$ cat src/rtl/multi_pattern_gen.sv
// multi_pattern_gen: CHANNELS serial test streams (toggle/counter/PRBS7/const).
// Define PATTERN_ERR_INJECT_EN to add the one-shot channel-0 error injector.
module multi_pattern_gen #(
  parameter int WIDTH    = 8,
  parameter int CHANNELS = 4,
  parameter int DIV      = 1
) (
  input  logic                clk,
  input  logic                rst,
  input  logic                en,
  input  logic [1:0]          mode,
  input  logic                load,
  input  logic [WIDTH-1:0]    seed,
  input  logic                inject,
  output logic [CHANNELS-1:0] data,
  output logic                frame,
  output logic                busy
);

  localparam int PW = (DIV > 1) ? $clog2(DIV) : 1;
  localparam int BW = $clog2(WIDTH);

  typedef enum logic [1:0] {
    S_IDLE,
    S_LOAD,
    S_RUN
  } state_t;

  typedef logic [WIDTH-1:0] word_t;
  typedef logic [6:0]       lfsr_t;

  function automatic word_t tog_word();
    word_t w;
    for (int i = 0; i < WIDTH; i++) begin
      w[i] = (((WIDTH - 1 - i) % 2) == 0);
    end
    return w;
  endfunction

  localparam word_t TOG = tog_word();

  function automatic word_t gen_word(
    input logic [1:0] m,
    input word_t      s,
    input word_t      cnt,
    input int         c
  );
    word_t w;
    unique case (m)
      2'd0:    w = TOG;
      2'd1:    w = cnt + word_t'(c);
      2'd3:    w = s;
      default: w = '0;
    endcase
    return w;
  endfunction

  function automatic lfsr_t prbs_init(
    input word_t s,
    input int    c
  );
    lfsr_t v;
    v = 7'(s) ^ 7'(c);
    if (v == '0) v = '1;
    return v;
  endfunction

  function automatic lfsr_t prbs_step(input lfsr_t v);
    return {v[5:0], v[6] ^ v[5]};
  endfunction

  state_t              state_q, state_d;
  logic [1:0]          mode_q, mode_d;
  word_t               seed_q, seed_d;
  logic                pend_q, pend_d;
  logic [PW-1:0]       pre_q, pre_d;
  logic [BW-1:0]       bit_q, bit_d;
  word_t               cnt_q, cnt_d;
  word_t               sh_q [CHANNELS];
  word_t               sh_d [CHANNELS];
  lfsr_t               lfsr_q [CHANNELS];
  lfsr_t               lfsr_d [CHANNELS];
  logic [CHANNELS-1:0] data_q, data_d;
  logic                frame_q, frame_d;
  logic                tick;
  logic                last;
  word_t               cnt_n;

`ifdef PATTERN_ERR_INJECT_EN
  logic                arm_q, arm_d;
`else
  logic                unused_inject;
  assign unused_inject = inject;
`endif

  // next-state, generator stepping and serialiser
  always_comb begin
    state_d = state_q;
    mode_d  = mode_q;
    seed_d  = seed_q;
    pend_d  = pend_q;
    pre_d   = pre_q;
    bit_d   = bit_q;
    cnt_d   = cnt_q;
    sh_d    = sh_q;
    lfsr_d  = lfsr_q;
    data_d  = data_q;
    frame_d = 1'b0;
    tick    = (pre_q == PW'(DIV - 1));
    last    = (bit_q == BW'(WIDTH - 1));
    cnt_n   = cnt_q + word_t'(1);
`ifdef PATTERN_ERR_INJECT_EN
    arm_d   = 1'b0;
`endif
    unique case (state_q)
      S_IDLE: begin
        if (en) state_d = S_LOAD;
      end
      S_LOAD: begin
        mode_d  = mode;
        seed_d  = seed;
        cnt_d   = seed;
        pend_d  = 1'b0;
        pre_d   = '0;
        bit_d   = '0;
        frame_d = 1'b1;
        state_d = S_RUN;
        for (int c = 0; c < CHANNELS; c++) begin
          sh_d[c]   = gen_word(mode, seed, seed, c);
          lfsr_d[c] = prbs_init(seed, c);
          data_d[c] = (mode == 2'd2) ? lfsr_d[c][6]
                                     : sh_d[c][WIDTH-1];
        end
      end
      S_RUN: begin
        if (!en) begin
          state_d = S_IDLE;
          pend_d  = 1'b0;
          pre_d   = '0;
          bit_d   = '0;
          cnt_d   = '0;
          data_d  = '0;
          for (int c = 0; c < CHANNELS; c++) begin
            sh_d[c]   = '0;
            lfsr_d[c] = '0;
          end
        end else begin
          pend_d = pend_q | load;
`ifdef PATTERN_ERR_INJECT_EN
          arm_d  = arm_q | inject;
`endif
          if (!tick) begin
            pre_d = pre_q + PW'(1);
          end else if (last && (pend_q || load)) begin
            state_d = S_LOAD;
            pend_d  = 1'b0;
            pre_d   = '0;
            bit_d   = '0;
            data_d  = '0;
          end else begin
            pre_d   = '0;
            bit_d   = last ? '0 : bit_q + BW'(1);
            frame_d = last;
            if (last) cnt_d = cnt_n;
            for (int c = 0; c < CHANNELS; c++) begin
              sh_d[c]   = last ? gen_word(mode_q, seed_q, cnt_n, c)
                               : word_t'(sh_q[c] << 1);
              lfsr_d[c] = prbs_step(lfsr_q[c]);
              data_d[c] = (mode_q == 2'd2) ? lfsr_d[c][6]
                                           : sh_d[c][WIDTH-1];
            end
`ifdef PATTERN_ERR_INJECT_EN
            if (arm_q) begin
              data_d[0] = ~data_d[0];
              arm_d     = 1'b0;
            end
`endif
          end
        end
      end
      default: state_d = S_IDLE;
    endcase
  end

  // state and datapath registers
  always_ff @(posedge clk or negedge rst) begin
    if (!rst) begin
      state_q <= S_IDLE;
      mode_q  <= '0;
      seed_q  <= '0;
      pend_q  <= 1'b0;
      pre_q   <= '0;
      bit_q   <= '0;
      cnt_q   <= '0;
      data_q  <= '0;
      frame_q <= 1'b0;
      for (int c = 0; c < CHANNELS; c++) begin
        sh_q[c]   <= '0;
        lfsr_q[c] <= '0;
      end
`ifdef PATTERN_ERR_INJECT_EN
      arm_q   <= 1'b0;
`endif
    end else begin
      state_q <= state_d;
      mode_q  <= mode_d;
      seed_q  <= seed_d;
      pend_q  <= pend_d;
      pre_q   <= pre_d;
      bit_q   <= bit_d;
      cnt_q   <= cnt_d;
      data_q  <= data_d;
      frame_q <= frame_d;
      sh_q    <= sh_d;
      lfsr_q  <= lfsr_d;
`ifdef PATTERN_ERR_INJECT_EN
      arm_q   <= arm_d;
`endif
    end
  end

  assign data  = data_q;
  assign frame = frame_q;
  assign busy  = (state_q != S_IDLE);

endmodule

$ cat config.mk
export PLATFORM = sky130hd
export DESIGN_NAME = multi_pattern_gen
export DESIGN_NICKNAME = d
export VERILOG_FILES = /design/src/rtl/multi_pattern_gen.sv
export SDC_FILE = /design/constraint.sdc
export NUM_CORES = 1
export LEC_CHECK = 0
export ABC_AREA = 1
export CORE_ASPECT_RATIO = 0.6
export CORE_UTILIZATION = 46
export CTS_BUF_LIST = sky130_fd_sc_hd__clkbuf_8
export DETAILED_ROUTE_END_ITERATION = 12
export MAX_ROUTING_LAYER = met4
export PLACE_DENSITY = 0.71
export SYNTH_ARGS = -nofsm -noshare
export SYNTH_HDL_FRONTEND = slang
export SYNTH_SLANG_ARGS = --single-unit
$ cat constraint.sdc
create_clock -name clk -period 4.5 [get_ports clk]
set_input_delay 0.9 -clock clk [delete_from_list [all_inputs] [get_ports clk]]
set_output_delay 0.9 -clock clk [all_outputs]
set_load 0.02 [all_outputs]
==> results_dict.tcl <==
set metrics [dict create \
    fin_setup_tns_ns 0 \
    post-cts-setup-buffers 0 \
    die-area_um2 12200 \
    vias 5573 \
    slew_violations 0 \
    power_density_nw_per_um2 712 \
    synth_ff_type "dfrtp_1" \
    fin_crit_sh_pct 67.0 \
    cts.reportedPaths.clkPinSlew_ns 0.09 \
    root_buffer "clkbuf_8" \
    syn_nets 794 \
    setup_viol 0 \
    p_leak_nw 2.64 \
    synth_cells 762 \
    synth-edff-count 0 \
    netlist_area_um2 5410 \
    design_area_um2 5930 \
    fill_cells 1130 \
    multi_input_area_um2 2900 \
    hold_start "sh_q[1]" \
    rrSetupSlack_ns 1.56 \
    synth-seq-cells 83 \
    hold_path_class "register to register" \
    ios 21 \
    max_stage_delay_ns 0.77 \
    end_kind "register" \
    yosys-top-cells-area "dfrtp_1, nand2_1, o21ai_0, nor2_1, a21oi_1" \
    fin_nets 800 \
    crit_chain "clkdlybuf4s50_1 > inv_1 > o21ai_0 > nand2_1 > o21ai_0 > a21oi_1 > a211oi_1 > a21oi_1" \
    cts.htree.levels 3 \
    max_slew_margin_pct 25.0 \
    cts_tree "built" \
    dp_slack_ns 1.22 \
    start_util_pct 47.5 \
    finalWorstSetupSlack_ns 1.49 \
    cp.arrival_ns 3.26 \
    crit_fanout 8 \
    syn_area_per_cell_um2 7.10 \
    drt.antenna.violating_nets 0 \
    diodes 0 \
    grt_first_pass_wirelength_mm 27.1 \
    worst-slew-pin-transition_ns 1.13 \
    startpoint "seed[0]" \
    clk_latency_ns 0.36 \
    cp_data_required_time_ns 4.75 \
    ys.warnings.count 0 \
    place_hpwl_mm 12.4 \
    power_mw 4.23 \
    rows 30 \
    finalClockSkew_ns 0.00697 \
    ys_top_cells_by_count "nand2_1, nor2_1, dfrtp_1" \
    portBuffers 19 \
    irDropWorstVdd_mv 0.407 \
    ys_types 38 \
    synth_top_area_share_pct 38.4 \
    dpl_cell_area_um2 5730 \
    drt_iter0_drc 822 \
    die_h_um 86.0 \
    cts_hold_buffers 0 \
    outcome "finished, final reports clean" \
    hold_viol 0 \
    cap_viol_max_count 0 \
    seqCellArea_um2 2080 \
    max_clock_freq_ghz 0.332 \
    ys_seq_area_share_pct 38.4 \
    crit_type "input pin to register" \
    fin_util_pct 52.2 \
    synthMostInstantiatedCell "nand2_1" \
    rsz0062_at_grt "no" \
    period_needed_ns 3.01 \
    wl_per_cell_um 18.3 \
    syn2layout_area_growth_pct 9.72 \
    track_usage_pct 30.4 \
    start_kind "input pin" \
    antenna_found_initial 0 \
    grt_max_degree 84 \
    layout-drive-gt1-share_pct 5.70 \
    grt_pass1_vias 4972 \
    critPathSlowestCell "clkdlybuf4s50_1" \
    detail_route.drc_violations 0 \
    vias_per_cell 5.98 \
    wl_mm 17.1 \
    dr.pass1.iters 6 \
    gp_congestion 0.944 \
    reg2reg_from "bit_q[0]" \
    die_w_um 142 \
    synth_top_cell_by_area "dfrtp_1" \
    cts_resized 0 \
    clockBufferDepth 2 \
    grt_overflow 0 \
    cts_made_buffers 9 \
    clkSinkCount 83 \
    async_flop_share_pct 100 \
    core_um2 11400 \
]
[through the flow]
stage               std cells  hold WS (ns)
floorplan                 762         0.453
global placement          917         0.469
detailed placement        917         0.474
CTS                       932         0.495
global route              932         0.541
finish                    932         0.492
[cell type report]
class	instances	share of cell area, %
Multi-Input combinational cell	566	48.9
Sequential cell	83	35.0
Inverter	82	5.19
Timing Repair Buffer	26	4.05
Tap cell	160	3.37
Clock buffer	9	2.09
Clock inverter	6	1.39
[registers in the layout, indices dropped and copies added, names as in the netlist, 2 cells and up]
| register | count |
|---|---|
| cnt_q | 8 |
| sh_q | 26 |
| state_q | 2 |
| data | 4 |
| lfsr_q | 28 |
| seed_q | 8 |
| bit_q | 3 |
| mode_q | 2 |
[layer usage]
| layer | up-vias | share of wire, % | track usage [%] |
|---|---|---|---|
| met5 | - | 0 | - |
| met2 | 326 | 38 | 38.6 |
| met3 | 47 | 11 | 6.31 |
| met1 | 2614 | 49 | 47.6 |
| met4 | 0 | 1.8 | 6.74 |
| li1 | 2586 | - | - |
[placed cells by master (no fill, tap or decap), drive strengths merged, types with 8 or more instances in the layout]
| cell type | instances |
|---|---|
| clkdlybuf4s50 | 18 |
| a211oi | 16 |
| dfrtp | 83 |
| a21oi | 75 |
| clkbuf | 9 |
| buf | 8 |
| nand3 | 41 |
| a22oi | 8 |
| o21ai | 79 |
| inv | 82 |
| a31oi | 21 |
| nor2 | 105 |
| ha | 17 |
| nand2 | 162 |
[power by group]
group          switching, mW  total, mW  internal [mW]
combinational           1.53       2.24          0.715
clock                  0.290      0.598          0.307
sequential             0.257       1.39           1.13
[worst max-delay path: cells and delay by family]
family | cells | cell delay (ns)
buffers and inverters | 2 | 1.03
AND/OR/NAND/NOR | 1 | 0.14
AO/OA/AOI/OAI | 5 | 1.18
[kinds of logic (layout without fill, tap and decap cells)]
group	Yosys count	in the layout	synth area share (%)
and+or+nand+nor	318	318	24.6
buffers and inverters	113	123	8.07
adders and majority gates	17	17	3.93
DFF	83	83	38.4
AOI/OAI and AO/OA	228	228	24.5
xor gates and xnor gates	3	3	0.486
[worst paths after layout]
| check | end | cells after the start |
|---|---|---|
| max in group asynchronous | sh_q[12] | 1 |
| worst min register to register | sh_q[1] | 2 |
| worst min-delay path | sh_q[1] | 2 |
| worst max register to register | lfsr_q[16] | 9 |
| worst max-delay path | sh_q[21] | 8 |
| min in group asynchronous | seed_q[7] | 1 |
(Power assumes the default switching activity.)
